**src/rtl/uart_fifo_ctrl.sv**
```systemverilog
// Bus-side host for the UART core: TX/RX byte FIFOs behind four word registers,
// a small TX handshake FSM, RX frame capture with overrun, and a level interrupt.
module uart_fifo_ctrl #(
  parameter int unsigned FIFO_DEPTH = 8,
  parameter int unsigned CNT_W      = 5
) (
  input  logic        clk,
  input  logic        rst,
  input  logic [3:0]  addr_i,
  input  logic        we_i,
  input  logic        re_i,
  input  logic [31:0] wdata_i,
  output logic [31:0] rdata_o,
  output logic        irq_o,
  output logic [7:0]  uart_tx_data_o,
  output logic        uart_tx_en_o,
  input  logic        uart_tx_busy_i,
  input  logic        uart_rx_ready_i,
  input  logic [7:0]  uart_rx_data_i
);

  localparam int unsigned PTR_W = (FIFO_DEPTH > 1) ? $clog2(FIFO_DEPTH) : 1;
  localparam logic [CNT_W-1:0] DepthCnt = CNT_W'(FIFO_DEPTH);

  typedef enum logic [1:0] {RegTxData, RegRxData, RegStatus, RegCtrl} reg_e;
  typedef enum logic [1:0] {StIdle, StIssue, StWaitBusy, StWaitDone} tx_state_e;

  logic [7:0]       tx_mem [FIFO_DEPTH];
  logic [7:0]       rx_mem [FIFO_DEPTH];
  logic [PTR_W-1:0] tx_wr_ptr_q, tx_rd_ptr_q, rx_wr_ptr_q, rx_rd_ptr_q;
  logic [CNT_W-1:0] tx_count_q, rx_count_q;
  tx_state_e        tx_state_q;
  logic [7:0]       tx_data_q;
  logic             tx_en_q;
  logic             rx_ready_q;
  logic             overrun_q;
  logic [1:0]       ctrl_q;
  logic [31:0]      rdata_q, rdata_d;

  reg_e reg_sel;
  logic tx_full, tx_empty, rx_full, rx_nonempty;
  logic wr_tx, rd_rx, wr_status, wr_ctrl;
  logic tx_pop, tx_push, rx_pop, rx_push_req, rx_push, rx_drop;
  logic [31:0] status;
  logic unused_bits;

  assign unused_bits = ^{addr_i[1:0], wdata_i[31:8]};

  assign reg_sel     = reg_e'(addr_i[3:2]);
  assign tx_full     = (tx_count_q == DepthCnt);
  assign tx_empty    = (tx_count_q == '0);
  assign rx_full     = (rx_count_q == DepthCnt);
  assign rx_nonempty = (rx_count_q != '0);

  assign wr_tx     = we_i && (reg_sel == RegTxData);
  assign rd_rx     = re_i && (reg_sel == RegRxData);
  assign wr_status = we_i && (reg_sel == RegStatus);
  assign wr_ctrl   = we_i && (reg_sel == RegCtrl);

  // A pop in the same cycle frees the slot a push into a full FIFO needs.
  assign tx_pop      = (tx_state_q == StIdle) && !tx_empty && !uart_tx_busy_i;
  assign tx_push     = wr_tx && (!tx_full || tx_pop);
  assign rx_pop      = rd_rx && rx_nonempty;
  assign rx_push_req = uart_rx_ready_i && !rx_ready_q;
  assign rx_push     = rx_push_req && (!rx_full || rx_pop);
  assign rx_drop     = rx_push_req && !rx_push;

  assign status = {11'b0, tx_count_q, 3'b0, rx_count_q, 3'b0,
                   overrun_q, rx_nonempty, rx_full, tx_empty, tx_full};

  always_comb begin
    rdata_d = '0;
    unique case (reg_sel)
      RegTxData: rdata_d = '0;
      RegRxData: rdata_d = rx_nonempty ? {1'b1, 23'b0, rx_mem[rx_rd_ptr_q]} : '0;
      RegStatus: rdata_d = status;
      RegCtrl:   rdata_d = {30'b0, ctrl_q};
      default:   rdata_d = '0;
    endcase
  end

  always_ff @(posedge clk) begin
    if (tx_push) tx_mem[tx_wr_ptr_q] <= wdata_i[7:0];
    if (rx_push) rx_mem[rx_wr_ptr_q] <= uart_rx_data_i;
  end

  always_ff @(posedge clk) begin
    if (rst) begin
      tx_wr_ptr_q <= '0;
      tx_rd_ptr_q <= '0;
      tx_count_q  <= '0;
      rx_wr_ptr_q <= '0;
      rx_rd_ptr_q <= '0;
      rx_count_q  <= '0;
    end else begin
      if (tx_push) tx_wr_ptr_q <= tx_wr_ptr_q + PTR_W'(1);
      if (tx_pop)  tx_rd_ptr_q <= tx_rd_ptr_q + PTR_W'(1);
      if (rx_push) rx_wr_ptr_q <= rx_wr_ptr_q + PTR_W'(1);
      if (rx_pop)  rx_rd_ptr_q <= rx_rd_ptr_q + PTR_W'(1);
      tx_count_q <= tx_count_q + CNT_W'(tx_push) - CNT_W'(tx_pop);
      rx_count_q <= rx_count_q + CNT_W'(rx_push) - CNT_W'(rx_pop);
    end
  end

  always_ff @(posedge clk) begin
    if (rst) begin
      tx_state_q <= StIdle;
      tx_data_q  <= '0;
      tx_en_q    <= 1'b0;
    end else begin
      tx_en_q <= 1'b0;
      unique case (tx_state_q)
        StIdle: begin
          if (tx_pop) begin
            tx_data_q  <= tx_mem[tx_rd_ptr_q];
            tx_en_q    <= 1'b1;
            tx_state_q <= StIssue;
          end
        end
        StIssue:    tx_state_q <= StWaitBusy;
        StWaitBusy: if (uart_tx_busy_i) tx_state_q <= StWaitDone;
        StWaitDone: if (!uart_tx_busy_i) tx_state_q <= StIdle;
        default:    tx_state_q <= StIdle;
      endcase
    end
  end

  always_ff @(posedge clk) begin
    if (rst) begin
      rx_ready_q <= 1'b0;
      overrun_q  <= 1'b0;
      ctrl_q     <= '0;
      rdata_q    <= '0;
    end else begin
      rx_ready_q <= uart_rx_ready_i;
      // A new drop wins over a simultaneous software clear.
      if (rx_drop) begin
        overrun_q <= 1'b1;
      end else if (wr_status && wdata_i[4]) begin
        overrun_q <= 1'b0;
      end
      if (wr_ctrl) ctrl_q <= wdata_i[1:0];
      if (re_i) rdata_q <= rdata_d;
    end
  end

  assign rdata_o        = rdata_q;
  assign uart_tx_data_o = tx_data_q;
  assign uart_tx_en_o   = tx_en_q;
  assign irq_o          = (ctrl_q[0] && rx_nonempty) ||
                          (ctrl_q[1] && tx_empty && (tx_state_q == StIdle));

endmodule

```
**config.mk**
```make
export PLATFORM = sky130hd
export DESIGN_NAME = uart_fifo_ctrl
export DESIGN_NICKNAME = d
export VERILOG_FILES = /design/src/rtl/uart_fifo_ctrl.sv
export SDC_FILE = /design/constraint.sdc
export NUM_CORES = 1
export LEC_CHECK = 0
export BUFFER_PORTS_ARGS = -buffer_cell sky130_fd_sc_hd__buf_2
export CELL_PAD_IN_SITES_DETAIL_PLACEMENT = 0
export CELL_PAD_IN_SITES_GLOBAL_PLACEMENT = 2
export CORE_ASPECT_RATIO = 1.2
export CORE_MARGIN = 1.5
export CORE_UTILIZATION = 25
export CTS_BUF_LIST = sky130_fd_sc_hd__clkbuf_2
export DETAILED_ROUTE_END_ITERATION = 12
export PLACE_DENSITY_LB_ADDON = 0.3
export SYNTH_ARGS = -nofsm -noshare
export SYNTH_HDL_FRONTEND = slang
export SYNTH_SLANG_ARGS = --single-unit
```
**constraint.sdc**
```tcl
create_clock -name clk -period 3.5 [get_ports clk]
set_input_delay 0 -clock clk [delete_from_list [all_inputs] [get_ports clk]]
set_output_delay 0 -clock clk [all_outputs]
set_load 0.02 [all_outputs]
```
==> out/qor.yml <==
via_per_inst: 4.291
routed_wl_um: 16610
ios: 92
p_clk_share_pct: 22.2
skew_ps: 45.76
htree_num_levels: 4
leakage_nw: 3.146
crit_family: "simple AND/OR/NAND/NOR gates"
cts_tree: "built"
tightest_slew_ps: 944.6
maxCapViolations: 0
slew_viol_final: 0
path_buf_inv: 2
clock_latency_ps: 780
p_sw_share_pct: 32.70
finalCritPeriodShare_pct: 90.08
ff2ff_path_depth: 12
firstDrtPassIters: 5
ir_worst_vdd_v: 0.0002991
synth_edf_count: 128
slew_headroom_pct: 36.69
power_switching_mw: 1.672
avgSynthCellArea_sq_um: 15.44
dp_hpwl_um: 11010
post-place-ws_ps: 408.7
async_reset_ff_share_pct: 0
p_seq_share_pct: 52.6
grt_pass1_vias: 4555
synth_most_common_cell: "edfxtp_1"
post_drt_wl_per_cell_um: 16.41
synth.distinct_cells: 52
area_growth_pct: 19.42
drc: 0
p_per_area_nw_per_um2: 563.4
hp-class: "input pin to flop"
post_cts_resized: 0
row_count: 69
fp.coreArea_sq_um: 29780
yosys.area.top_type: "edfxtp_1"
gp_congestion: 0.7050
die_y_um: 194.0
crit_chain: "inv_1, ha_1, or4b_4, and3_1, ha_1, inv_1, ha_1, fa_1, a21oi_1, nor2_1, or3_1, a21oi_1"
grt-ovfl-total: 0
crit_arrival_ps: 3900
fmax_mhz: 317.2
antenna_left: 0
report.final.setup_viol: 0
crit_path_end_kind: "flop"
syn_area_sq_um: 7597
synthTopCellsByArea: "edfxtp_1, dfxtp_1, mux4_2, ha_1, nor2_1"
yosysTopAreaCellShare_pct: 50.59
crit_top_cell: "ha_1"
grt.total_usage_pct: 11.07
min_period_ps: 3153
cts-root-buf: "clkbuf_2"
cp_slowest_cell: "or4b_4"
dieArea_sq_um: 31450
outcome: "completed"
hold_viol: 0
die_w_um: 162.1
ys_top_cells_by_count: "edfxtp_1, dfxtp_1, nor2_1"
synth-seq-cells: 187
intPower_mw: 3.440
r2r_slack_ps: 350
rsz0062_at_grt: "false"
setup_ws_ps: 347.2
ys_seq_area_share_pct: 66.14
pwr-share-comb_pct: 25.2
fin_tns_setup_ps: 0
crit_type: "flop to flop"
clk_path_buf_depth: 2
initial_core_util_pct: 25.51
critical_path_peak_fanout: 5
synthCells: 492
power_mw: 5.112
ys_warn_count: 0
required_ps: 4250
layout-drive-gt1-share_pct: 23.87
hold_depth: 2
crit_path_start_kind: "flop"
path_clk_slew_ps: 310
numClockSinks: 187
cp.depth: 12
grt_pass1_wl_um: 25960
port_buffers: 52
slowest_delay_ps: 510
ys.flop_type: "edfxtp_1"
grt_max_degree: 33
vias: 4342
finalNetCount: 681
grt_antenna_before_repair: 1
cts_buffers: 17
drt_iter0_drc: 192
fin_hold_ws_ps: 99.31
==> worst register-to-register path, stage by stage (launching register included) <==
cell and delay, ps:
dfxtp_1 400, inv_1 100, ha_1 190, or4b_4 510, and3_1 290, ha_1 300
inv_1 40, ha_1 200, fa_1 410, a21oi_1 150, nor2_1 60, or3_1 340
a21oi_1 140
==> stage by stage <==
step | util (%) | area, sq um | instances
2_1_floorplan | - | 7642 | 504
3_3_place_gp | 27.99 | 8337 | 931
3_5_place_dp | 27.99 | 8337 | 931
4_1_cts | 30.44 | 9067 | 1010
5_1_grt | 30.46 | 9072 | 1012
6_report | 30.46 | 9072 | 1012
==> logic make-up after synthesis <==
family,after synthesis,share of synthesized area (%)
compound gates,56,5.287
fa+ha+maj,24,4.150
flops,187,66.14
simple gates,111,7.971
mux,46,11.33
xor+xnor,11,1.268
other cells,1,0.04936
buf+inv,56,3.804
==> power groups by stage <==
stage	combinational (mW)	clock [mW]	sequential [mW]
6_report	1.29	1.13	2.69
5_1_grt	1.46	1.28	2.71
2_1_floorplan	0.910	0	2.75
3_3_place_gp	1.24	0	2.73
3_5_place_dp	1.27	0	2.74
4_1_cts	1.32	1.21	2.69
==> area by class of cell <==
cell class	instances	area (sq um)
diodes	2	5.005
inverters	22	82.58
well taps	390	488.0
clock inverters	15	175.2
repair buffers	118	873.3
clock buffers	17	85.08
flip-flops and latches	187	5025
multi-input cells	261	2338
fillers	2966	20710
==> worst paths after layout <==
kind | startpoint | endpoint
worst max-delay path | rx_count_q[2] | rx_count_q[4]
worst min-delay path | wdata_i[0] | tx_mem[6][0]
worst max register to register | rx_count_q[2] | rx_count_q[4]
worst min register to register | uart_tx_data_o[6] | uart_tx_data_o[6]
==> metal layers <==
| metal | wire, um | up-vias | GRT usage (%) | part of all wire (%) |
|---|---|---|---|---|
| met1 | 6975 | 2174 | 12.90 | 42 |
| li1 | - | 2081 | - | - |
| met2 | 8916 | 76 | 19.90 | 54 |
| met4 | 179 | 0 | 3.058 | 1.1 |
| met5 | 0 | - | 0 | 0 |
| met3 | 533 | 11 | 2.909 | 3.2 |
==> registers in the layout (all words and copies together), names as in the netlist, 3 cells and up, named ones only <==
register	cells
rx_rd_ptr_q	3
tx_mem	64
uart_tx_data_o	8
rx_count_q	5
tx_count_q	5
rx_wr_ptr_q	3
rx_mem	64
tx_rd_ptr_q	3
rdata_o	19
tx_wr_ptr_q	3
==> layout by cell type, fill, tap and decap left out, types with 3 or more instances in the layout <==
master and count:
a22oi_1 13, a21oi_1 8, mux2i_1 14, xnor2_1 8, dfxtp_1 59, xor2_1 3
clkinv_8 3, a211oi_1 3, mux4_2 32, inv_1 21, clkbuf_2 17, o32ai_1 3
conb_1 13, nor2b_1 11, nor3b_1 4, or4b_4 4, nor2_1 48, o22ai_1 13
inv_6 7, buf_4 19, ha_1 22, nand3_1 5, dlygate4sd3_1 47, buf_2 52
edfxtp_1 128, nor3_1 17, o21ai_0 6, nor4b_1 3
==> repair_timing <==
item,CTS,global route
setup buffers,0,0
hold endpoints to repair,282,0
hold buffers,47,0
Power figures use the tool's default switching activity.
